## config.mk

```make
export PLATFORM = sky130hd
export DESIGN_NAME = reg_bank_write_sched
export DESIGN_NICKNAME = d
export VERILOG_FILES = /design/src/rtl/reg_bank_write_sched.sv
export SDC_FILE = /design/constraint.sdc
export NUM_CORES = 1
export LEC_CHECK = 0
export CORE_MARGIN = 8
export CORE_UTILIZATION = 35
export DETAILED_ROUTE_END_ITERATION = 8
export HOLD_SLACK_MARGIN = 0.1
export PLACE_DENSITY_LB_ADDON = 0.15
export REMOVE_ABC_BUFFERS = 1
export SYNTH_ARGS = -nofsm -noshare
export SYNTH_HDL_FRONTEND = slang
export SYNTH_SLANG_ARGS = --single-unit
```

## constraint.sdc

```tcl
create_clock -name CLK -period 2.2 [get_ports CLK]
set_input_delay 0.44 -clock CLK [delete_from_list [all_inputs] [get_ports CLK]]
set_output_delay 0.44 -clock CLK [all_outputs]
set_load 0.01 [all_outputs]
```

## src/rtl/reg_bank_write_sched.sv

```systemverilog
// Round-robin write scheduler for a bank of 74273-style registers: setup, CP strobe, hold, clear.
// Optional WRITE_VERIFY_EN adds REG_Q read-back compare and a sticky WR_ERR flag.
module reg_bank_write_sched #(
    parameter int unsigned NUM_REQ     = 4,
    parameter int unsigned NUM_REGS    = 8,
    parameter int unsigned ADDR_W      = 3,
    parameter int unsigned DATA_W      = 8,
    parameter int unsigned HOLD_CYCLES = 1
) (
    input  logic                       CLK,
    input  logic                       RST,
    input  logic [NUM_REQ-1:0]         REQ,
    input  logic [NUM_REQ*ADDR_W-1:0]  REQ_ADDR,
    input  logic [NUM_REQ*DATA_W-1:0]  REQ_DATA,
    output logic [NUM_REQ-1:0]         GNT,
    input  logic                       CLR_REQ,
    output logic                       CLR_ACK,
    output logic [DATA_W-1:0]          BUS_D,
    output logic [NUM_REGS-1:0]        REG_CP,
    output logic                       REG_N_MR,
`ifdef WRITE_VERIFY_EN
    input  logic [NUM_REGS*DATA_W-1:0] REG_Q,
    output logic                       WR_ERR,
`endif
    output logic                       BUSY
);

    localparam int unsigned PTR_W  = (NUM_REQ > 1) ? $clog2(NUM_REQ) : 1;
    localparam int unsigned HCNT_W = (HOLD_CYCLES > 1) ? $clog2(HOLD_CYCLES) : 1;
    localparam logic [HCNT_W-1:0] HOLD_LAST = HCNT_W'(HOLD_CYCLES - 1);

    typedef enum logic [2:0] {StIdle, StSetup, StStrobe, StHold, StClear} state_e;

    state_e              state_q, state_d;
    logic [PTR_W-1:0]    rr_ptr_q, rr_ptr_d;
    logic [PTR_W-1:0]    win_q, win_d;
    logic [ADDR_W-1:0]   addr_q, addr_d;
    logic [DATA_W-1:0]   data_q, data_d;
    logic [HCNT_W-1:0]   hold_cnt_q, hold_cnt_d;
    logic [DATA_W-1:0]   bus_d_q, bus_d_d;
    logic [NUM_REGS-1:0] cp_q, cp_d;
    logic [NUM_REQ-1:0]  gnt_q, gnt_d;
    logic                n_mr_q, n_mr_d;
    logic                clr_ack_q, clr_ack_d;
    logic                busy_q, busy_d;

    logic                found_hi, found_lo;
    logic [PTR_W-1:0]    idx_hi, idx_lo, arb_idx;
    logic [ADDR_W-1:0]   sel_addr;
    logic [DATA_W-1:0]   sel_data;
    logic [NUM_REQ-1:0]  win_oh;
    logic [NUM_REGS-1:0] addr_oh;
    logic [PTR_W-1:0]    win_next;

    // Round-robin: first request at or above rr_ptr, else lowest index overall (wrap).
    always_comb begin
        found_hi = 1'b0;
        found_lo = 1'b0;
        idx_hi   = '0;
        idx_lo   = '0;
        for (int unsigned j = 0; j < NUM_REQ; j++) begin
            if (!found_hi && REQ[j] && (PTR_W'(j) >= rr_ptr_q)) begin
                found_hi = 1'b1;
                idx_hi   = PTR_W'(j);
            end
            if (!found_lo && REQ[j]) begin
                found_lo = 1'b1;
                idx_lo   = PTR_W'(j);
            end
        end
        arb_idx = found_hi ? idx_hi : idx_lo;
    end

    always_comb begin
        sel_addr = '0;
        sel_data = '0;
        win_oh   = '0;
        for (int unsigned j = 0; j < NUM_REQ; j++) begin
            if (arb_idx == PTR_W'(j)) begin
                sel_addr = REQ_ADDR[j*ADDR_W +: ADDR_W];
                sel_data = REQ_DATA[j*DATA_W +: DATA_W];
            end
            win_oh[j] = (win_q == PTR_W'(j));
        end
    end

    // Out-of-range addresses decode to no strobe at all.
    always_comb begin
        addr_oh = '0;
        for (int unsigned r = 0; r < NUM_REGS; r++) begin
            addr_oh[r] = (addr_q == ADDR_W'(r));
        end
    end

    assign win_next = (win_q == PTR_W'(NUM_REQ - 1)) ? '0 : win_q + 1'b1;

    always_comb begin
        state_d    = state_q;
        rr_ptr_d   = rr_ptr_q;
        win_d      = win_q;
        addr_d     = addr_q;
        data_d     = data_q;
        hold_cnt_d = hold_cnt_q;
        bus_d_d    = bus_d_q;
        cp_d       = '0;
        gnt_d      = '0;
        n_mr_d     = 1'b1;
        clr_ack_d  = 1'b0;

        unique case (state_q)
            StIdle: begin
                if (CLR_REQ) begin
                    state_d   = StClear;
                    n_mr_d    = 1'b0;
                    clr_ack_d = 1'b1;
                end else if (|REQ) begin
                    state_d = StSetup;
                    win_d   = arb_idx;
                    addr_d  = sel_addr;
                    data_d  = sel_data;
                    bus_d_d = sel_data;
                end
            end
            StSetup: begin
                state_d = StStrobe;
                cp_d    = addr_oh;
            end
            StStrobe: begin
                state_d    = StHold;
                hold_cnt_d = '0;
                if (HOLD_LAST == '0) begin
                    gnt_d = win_oh;
                end
            end
            StHold: begin
                if (hold_cnt_q == HOLD_LAST) begin
                    state_d  = StIdle;
                    rr_ptr_d = win_next;
                end else begin
                    hold_cnt_d = hold_cnt_q + 1'b1;
                    if (hold_cnt_d == HOLD_LAST) begin
                        gnt_d = win_oh;
                    end
                end
            end
            StClear: begin
                state_d = StIdle;
            end
            default: begin
                state_d = StIdle;
            end
        endcase

        busy_d = (state_d != StIdle);
    end

    // Reset holds the bank cleared (n_mr low) and drops any strobe at once.
    always_ff @(posedge CLK) begin
        if (RST) begin
            state_q    <= StIdle;
            rr_ptr_q   <= '0;
            win_q      <= '0;
            addr_q     <= '0;
            data_q     <= '0;
            hold_cnt_q <= '0;
            bus_d_q    <= '0;
            cp_q       <= '0;
            gnt_q      <= '0;
            n_mr_q     <= 1'b0;
            clr_ack_q  <= 1'b0;
            busy_q     <= 1'b0;
        end else begin
            state_q    <= state_d;
            rr_ptr_q   <= rr_ptr_d;
            win_q      <= win_d;
            addr_q     <= addr_d;
            data_q     <= data_d;
            hold_cnt_q <= hold_cnt_d;
            bus_d_q    <= bus_d_d;
            cp_q       <= cp_d;
            gnt_q      <= gnt_d;
            n_mr_q     <= n_mr_d;
            clr_ack_q  <= clr_ack_d;
            busy_q     <= busy_d;
        end
    end

    assign GNT      = gnt_q;
    assign CLR_ACK  = clr_ack_q;
    assign BUS_D    = bus_d_q;
    assign REG_CP   = cp_q;
    assign REG_N_MR = n_mr_q;
    assign BUSY     = busy_q;

`ifdef WRITE_VERIFY_EN
    logic err_q, err_d, q_mismatch;

    // Read-back compare happens in the last hold cycle, after the strobe has landed.
    always_comb begin
        q_mismatch = 1'b0;
        for (int unsigned r = 0; r < NUM_REGS; r++) begin
            if ((addr_q == ADDR_W'(r)) && (REG_Q[r*DATA_W +: DATA_W] != data_q)) begin
                q_mismatch = 1'b1;
            end
        end
        err_d = err_q | ((state_q == StHold) && (hold_cnt_q == HOLD_LAST) && q_mismatch);
    end

    always_ff @(posedge CLK) begin
        if (RST) begin
            err_q <= 1'b0;
        end else begin
            err_q <= err_d;
        end
    end

    assign WR_ERR = err_q;
`endif

endmodule

```

==> results of run 1 <==
==> through the flow <==
step,instance area [µm²],instances,util [%],hold WS (ns)
after CTS,2580,313,59.3,0.504
after global placement,2450,305,56.2,0.487
after floorplan,1540,165,-,0.464
after detailed placement,2450,305,56.2,0.491
final,2580,313,59.3,0.503
after global routing,2580,313,59.3,0.531
==> state kept, by name, summed over array words and instances (netlist names) <==
register,flops
BUSY,1
BUS_D,8
CLR_ACK,1
GNT,4
REG_CP,8
REG_N_MR,1
addr_q,3
rr_ptr_q,2
state_q,3
win_q,2
==> critical path, delay by kind of cell <==
kind	cells	cell delay (ns)
compound gates	4	0.75
buf+inv	3	0.77
mux	1	0.31
==> layer usage <==
layer  vias to the layer above  wire (µm)
li1                        792          -
met1                       699       2010
met2                        53       2110
met3                         8        453
met4                         0         78
met5                         -          0
==> Yosys cell counts (2+ instances only) <==
| master | count | area (µm²) |
|---|---|---|
| sky130_fd_sc_hd__dfxtp_1 | 33 | 661 |
| sky130_fd_sc_hd__nor2_1 | 26 | 97.6 |
| sky130_fd_sc_hd__a21oi_1 | 12 | 60.1 |
| sky130_fd_sc_hd__a221oi_1 | 4 | 35.0 |
| sky130_fd_sc_hd__nor3_1 | 4 | 20.0 |
| sky130_fd_sc_hd__inv_1 | 9 | 33.8 |
| sky130_fd_sc_hd__nor4b_1 | 2 | 17.5 |
| sky130_fd_sc_hd__buf_2 | 4 | 20.0 |
| sky130_fd_sc_hd__nand2b_1 | 4 | 25.0 |
| sky130_fd_sc_hd__ha_1 | 4 | 50.1 |
| sky130_fd_sc_hd__mux2_1 | 7 | 78.8 |
| sky130_fd_sc_hd__and2_1 | 4 | 25.0 |
| sky130_fd_sc_hd__o31ai_2 | 9 | 113 |
| sky130_fd_sc_hd__mux2_2 | 3 | 33.8 |
| sky130_fd_sc_hd__nand2_1 | 7 | 26.3 |
| sky130_fd_sc_hd__clkbuf_1 | 4 | 15.0 |
| sky130_fd_sc_hd__nand3b_1 | 10 | 75.1 |
| sky130_fd_sc_hd__o22ai_1 | 9 | 56.3 |
| sky130_fd_sc_hd__mux2i_1 | 3 | 30.0 |
==> power by group <==
part | total, mW | internal [mW] | switching, mW
clock | 0.676 | 0.450 | 0.226
sequential | 0.667 | 0.637 | 0.0298
combinational | 0.360 | 0.213 | 0.147
total | 1.70 | 1.30 | 0.402
==> worst max path at each step <==
stage / start / to / slack [ns] / depth (start not counted)
2_1_floorplan: REQ[0] / BUS_D[0] / -0.006 / 6
3_3_place_gp: REQ[3] / BUS_D[6] / -0.18 / 8
3_5_place_dp: REQ[3] / BUS_D[4] / -0.21 / 8
4_1_cts: REQ[3] / BUS_D[4] / 0.09 / 8
5_1_grt: REQ[1] / BUS_D[4] / 0.04 / 6
6_report: REQ[3] / BUS_D[4] / 0.11 / 8
==> kinds of logic after synthesis <==
family / after synthesis / share of synthesized area (%)
buffers and inverters: 20 / 5.51
multiplexers: 13 / 8.97
flip-flops: 33 / 41.5
AO/OA/AOI/OAI: 42 / 20.2
AND/OR/NAND/NOR: 63 / 20.6
adder cells (fa/ha/maj): 4 / 3.15
==> area by class of cell <==
cell class              count  area, µm²
flip-flops and latches     33        661
fillers                   399       1770
clock inverters             3       65.1
well taps                  52       65.1
multi-input cells         122        842
clock buffers               5       68.8
repair buffers             88        843
inverters                  10       37.5
==> cells in the final DEF, fill, tap and decap left out, drive strengths merged, types with 2 or more instances in the layout <==
master	count
nand3b	10
mux2i	3
o31ai	9
clkdlybuf4s50	73
dfxtp	33
nor2	27
o22ai	9
ha	4
nor3	4
nand2b	4
clkbuf	5
a21oi	12
buf	15
nor4b	2
o21ai	2
nand2	7
mux2	10
bufinv	2
a221oi	4
and2	4
inv	10
or2	2
==> reports/summary.log, run 1 <==
[run_status] result of the run finished clean
[clocking] total clock buffers created by CTS 5
[routing] residual DRC count 0
[routing] via/cell ratio 4.96
[routing] iteration count of the initial detailed-routing pass 4
[sta] Max Clock Freq 478 MHz
[sta] Final Max Slew Viols 0
[synthesis] fraction of registers with async set or reset after synthesis 0%
[floorplanning] chip width 83.4 µm
[floorplanning] die area 6960 µm²
[synthesis] leading register cell type out of synthesis sky130_fd_sc_hd__dfxtp_1
[worst_setup_path] Reg-to-Reg End BUS_D[4]
[hold_path] Hold Path Cell Cnt 2
[global_route] global-route wire length before repair 7.82 mm
[worst_setup_path] maximum fanout count along the critical path 7
[sta] final worst setup slack 0.106 ns
[clocking] Skew-Pair Late Insertion Delay 0.29 ns
[floorplanning] Die Y-Extent 83.4 µm
[clocking] Clock Sink Count 33
[sta] worst relative slew slack 77.2%
[worst_setup_path] cells along the critical path clkdlybuf4s50_1 > inv_1 > a22o_1 > a211o_1 > buf_4 > mux2_1 > o22ai_1 > o31ai_2
[clocking] maximum level of the CTS H-tree 2
[synthesis] number of distinct library cell variants in the gate-level netlist after synthesis 36
[worst_setup_path] reg2reg setup slack 0.34 ns
[synthesis] number of synthesized flops with an enable pin 0
[finish] ratio of cells with drive above 1 in the final layout 14.6%
[floorplanning] Top-Level Pins 74
[global_route] global-route track usage on met3 8.11%
[worst_setup_path] capturing element type of the critical path register
[global_route] highest-utilization routing layer at the global route stage met2
[worst_setup_path] biggest cell delay along the critical path 0.52 ns
[routing] final wirelength 4.65 mm
[sta] Worst Skew 0.00468 ns
[global_route] via count of the first global-routing pass 1627
[clocking] hold_buf cts 0
[worst_setup_path] critical path launch point type input pin
[synthesis] register area share after synthesis 41.5%
[worst_setup_path] Slowest-stage cell, CP sky130_fd_sc_hd__clkdlybuf4s50_1
[routing] count of nets left with antenna violations after detail routing 0
[clocking] largest buffer count on any clock path 2
[finish] growth of design area from synthesis to finish 62.4%
[global_route] GR Layer Usage met2 21.2%
[global_route] GR Layer Usage met1 15.3%
[clocking] clk slew on worst S/H paths 0.06 ns
[synthesis] average cell area after synthesis 9.09 µm²
[finish] Ant. Diodes 0
[sta] minimum period implied by the final worst setup slack 2.09 ns
[place] count of input and output buffers 73
[worst_setup_path] required arrival time at the worst endpoint 2.37 ns
[sta] transition at the pin with the smallest max-transition slack 0.339 ns
[routing] Iter 0 DRT Violations 100
[hold_path] beginning of the worst hold path BUS_D[2]
[finish] number of nets in the layout 315
[synthesis] post-synthesis register bit count 33
[routing] wire per inst 14.8 µm
[synthesis] summed instance area of the synthesized netlist 1590 µm²
[global_route] global route overflow 0
[place] worst slack at placement -0.213 ns
[worst_setup_path] class of the most critical setup path input pin to register
[floorplanning] initial cell density of the core 36.5%
[sta] Period Utilization, post-route 95.2%
[clocking] clock tree root driver cell sky130_fd_sc_hd__clkbuf_8
[clocking] total of cells resized after clock tree synthesis 0
[hold_path] Worst Hold Endpoint BUS_D[2]
[worst_setup_path] depth of the most critical reg-to-reg path 7
[power] power density of the placed cells 659 nW/µm²
[sta] TNS Setup 0 ns
[synthesis] Post-Syn Instances 175
[power] power consumption 1.70 mW
[synthesis] number of synthesis warnings 0
[global_route] Tot GR Track Use 13.7%
[place] hpwl dp 3.64 mm
[global_route] maximum number of pins on one net before global-route repair 19
[run] Maximum Capacitance Violations 0
[sta] RSZ-0062 raised after global routing false
[power] worst ir drop on vdd 0.000272 V
[hold_path] worst min path class register to register
[clocking] post-CTS repair timing setup buffer count 0
[routing] total number of vias 1552
[worst_setup_path] data arrival time at the worst-slack endpoint 2.27 ns
[floorplanning] core area 4350 µm²
[global_route] number of antenna violations at the first check in global routing 0
[sta] endpoints failing hold 0
[sta] setup-violating endpoint count in the final report 0
[clocking] clock tree from TritonCTS yes
[place] global placement routability congestion 0.800
[power] leak pwr 1.01 nW
[worst_setup_path] worst flop-to-flop path startpoint rr_ptr_q[0]
[floorplanning] Site Rows 24
(Power assumes the default switching activity.)
==> inputs of run 2 (changes only) <==
--- a/config.mk
+++ b/config.mk
@@ -10,6 +10,7 @@
 export DETAILED_ROUTE_END_ITERATION = 8
 export HOLD_SLACK_MARGIN = 0.1
 export PLACE_DENSITY_LB_ADDON = 0.15
+export RECOVER_POWER = 100
 export REMOVE_ABC_BUFFERS = 1
 export SYNTH_ARGS = -nofsm -noshare
 export SYNTH_HDL_FRONTEND = slang
==> constraint.sdc (replaced) <==
create_clock -name CLK -period 2.2 [get_ports CLK]
set_input_delay 0.44 -clock CLK [delete_from_list [all_inputs] [get_ports CLK]]
set_output_delay 0.44 -clock CLK [all_outputs]
set_load 0.1 [all_outputs]
==> run 2 against run 1 <==
  * Setup slack lost 0.0040 ns
  * Largest cell class is now multi-input combinational cells
  * Global-route usage is 0.48 points lower
  * Sequential power about the same
  * Critical path type unchanged
  * First-iteration DRC count is 14% lower
  * Sequential cell count unchanged
  * Highest routed layer unchanged
  * Critical path depth unchanged
  * Clock-buffer cell count is the same
==> reports/summary.log, run 2 (synthesized netlist as in run 1, its figures left out) <==
[run_status] result of the run finished clean
[power] power density of the placed cells 747 nW/µm²
[clocking] total of cells resized after clock tree synthesis 0
[worst_setup_path] kind of cell adding the most delay to the critical path compound AO/OA/AOI/OAI gates
[clocking] Clock Sink Count 33
[clocking] clock tree root driver cell sky130_fd_sc_hd__clkbuf_8
[hold_path] worst min path class register to register
[place] total instance count after detailed placement 305
[floorplanning] core area 4350 µm²
[floorplanning] chip width 83.4 µm
[routing] final wirelength 4.53 mm
[routing] iteration count of the initial detailed-routing pass 4
[floorplanning] initial cell density of the core 36.5%
[floorplanning] Site Rows 24
[global_route] global-route wire length before repair 7.62 mm
[place] post-place instance area 2390 µm²
[place] global placement routability congestion 0.770
[sta] transition at the pin with the smallest max-transition slack 1.17 ns
[place] count of input and output buffers 73
[clocking] clk slew on worst S/H paths 0.07 ns
[floorplanning] Top-Level Pins 74
[power] leak pwr 1.02 nW
[global_route] via count of the first global-routing pass 1648
[clocking] clock tree from TritonCTS yes
[worst_setup_path] depth of the most critical reg-to-reg path 7
[sta] Max Clock Freq 477 MHz
[global_route] global-route track usage on met3 8.50%
[clocking] post-CTS repair timing setup buffer count 0
[power] worst ir drop on vdd 0.000332 V
[sta] final-layout worst hold slack 0.499 ns
[floorplanning] Die Y-Extent 83.4 µm
[hold_path] Hold Path Cell Cnt 1
[sta] endpoints failing hold 0
[finish] leading cell type in the layout, fill and taps excluded sky130_fd_sc_hd__clkdlybuf4s50_1
[worst_setup_path] Buf+Inv Stages, Crit Path 3
[global_route] GR Layer Usage met1 13.5%
[finish] Ant. Diodes 0
[worst_setup_path] Stages on worst setup path 8
[worst_setup_path] cells along the critical path clkdlybuf4s50_1 > inv_1 > a22o_1 > a211o_1 > buf_4 > mux2_1 > o22ai_1 > o31ai_2
[clocking] total clock buffers created by CTS 5
[finish] post-route standard cell area excluding fillers 2450 µm²
[worst_setup_path] required arrival time at the worst endpoint 2.38 ns
[global_route] GR Layer Usage met2 21.9%
[sta] Final Max Slew Viols 0
[worst_setup_path] class of the most critical setup path input pin to register
[routing] count of nets left with antenna violations after detail routing 0
[routing] residual DRC count 0
[worst_setup_path] capturing element type of the critical path register
[sta] Period Utilization, post-route 95.4%
[finish] final standard cell count with taps included and fillers excluded 313
[sta] Worst Skew 0.00739 ns
[global_route] highest-utilization routing layer at the global route stage met2
[worst_setup_path] maximum fanout count along the critical path 7
[global_route] Tot GR Track Use 13.2%
[global_route] number of antenna violations at the first check in global routing 0
[floorplanning] die area 6960 µm²
[worst_setup_path] Slowest-stage cell, CP sky130_fd_sc_hd__clkdlybuf4s50_1
[finish] growth of design area from synthesis to finish 54.1%
[routing] via/cell ratio 4.97
[global_route] global route overflow 0
[finish] most frequent cells in the layout 49 x sky130_fd_sc_hd__clkdlybuf4s50_1, 33 x sky130_fd_sc_hd__dfxtp_1, 26 x sky130_fd_sc_hd__nor2_1
[worst_setup_path] data arrival time at the worst-slack endpoint 2.27 ns
[global_route] maximum number of pins on one net before global-route repair 18
[finish] utilization after layout 56.3%
[routing] Iter 0 DRT Violations 86
[worst_setup_path] critical path launch point type input pin
[routing] total number of vias 1556
[place] hpwl dp 3.61 mm
[sta] TNS Setup 0 ns
[sta] RSZ-0062 raised after global routing false
[clocking] maximum level of the CTS H-tree 2
[finish] number of nets in the layout 315
[worst_setup_path] biggest cell delay along the critical path 0.51 ns
[sta] minimum period implied by the final worst setup slack 2.10 ns
[clocking] hold_buf cts 0
[clocking] Skew-Pair Late Insertion Delay 0.28 ns
[run] Maximum Capacitance Violations 0
[clocking] largest buffer count on any clock path 2
[finish] ratio of cells with drive above 1 in the final layout 21.5%
[sta] setup-violating endpoint count in the final report 0
[routing] wire per inst 14.5 µm
[sta] worst relative slew slack 22.4%
==> run 2: changes by cell type in the layout (fill, tap and decap cells not counted), moves of 3 or more <==
cell                              change
sky130_fd_sc_hd__clkbuf_1             +3
sky130_fd_sc_hd__clkdlybuf4s50_1     -24
sky130_fd_sc_hd__and2_1               -3
sky130_fd_sc_hd__buf_4                -3
sky130_fd_sc_hd__and2_0               +3
sky130_fd_sc_hd__clkbuf_2            +22
==> run 2: area by class of cell <==
cell class / count / area (µm²)
tap: 52 / 65.1
timing repair buffer: 88 / 716
clock inverter: 3 / 65.1
fill: 399 / 1900
sequential: 33 / 661
inverter: 10 / 37.5
multi-input combinational: 122 / 837
clock buffer: 5 / 68.8
==> run 2: worst register-to-register path, stage by stage, from the launching register on <==
cell,delay (ns)
sky130_fd_sc_hd__dfxtp_1,0.43
sky130_fd_sc_hd__inv_2,0.05
sky130_fd_sc_hd__a22o_1,0.20
sky130_fd_sc_hd__a211o_1,0.31
sky130_fd_sc_hd__buf_4,0.18
sky130_fd_sc_hd__mux2_1,0.31
sky130_fd_sc_hd__o22ai_1,0.19
sky130_fd_sc_hd__o31ai_2,0.09
==> run 2: path summary, 6_finish.rpt <==
check / slack, ns / start / end
worst max-delay path: 0.10 / REQ[3] / BUS_D[6]
worst min-delay path: 0.50 / addr_q[1] / REG_CP[0]
worst max register to register: 0.33 / rr_ptr_q[0] / BUS_D[6]
worst min register to register: 0.50 / addr_q[1] / REG_CP[0]
==> run 2: layer usage <==
layer | vias to the layer above | share of wire, %
li1 | 791 | -
met1 | 709 | 41
met2 | 51 | 46
met3 | 5 | 12
met4 | 0 | 0.91
met5 | - | 0
==> run 2: through the flow <==
step | power, mW | setup slack (ns)
2_1_floorplan | 0.993 | -0.00600
4_1_cts | 1.87 | 0.0928
3_5_place_dp | 1.20 | -0.204
5_1_grt | 1.92 | 0.0198
6_report | 1.83 | 0.102
3_3_place_gp | 1.19 | -0.185
==> run 2: power breakdown <==
part / switching, mW / total (mW) / internal [mW]
sequential: 0.0302 / 0.667 / 0.637
clock: 0.222 / 0.672 / 0.450
combinational: 0.306 / 0.491 / 0.185
total: 0.559 / 1.83 / 1.27
==> inputs of run 3 (changes only) <==
--- a/config.mk
+++ b/config.mk
@@ -12,6 +12,7 @@
 export PLACE_DENSITY_LB_ADDON = 0.15
 export RECOVER_POWER = 100
 export REMOVE_ABC_BUFFERS = 1
+export SLEW_MARGIN = 10
 export SYNTH_ARGS = -nofsm -noshare
 export SYNTH_HDL_FRONTEND = slang
 export SYNTH_SLANG_ARGS = --single-unit
==> results of run 3 <==
Same layout as run 2: the final DEF is identical, and so are final timing and power.
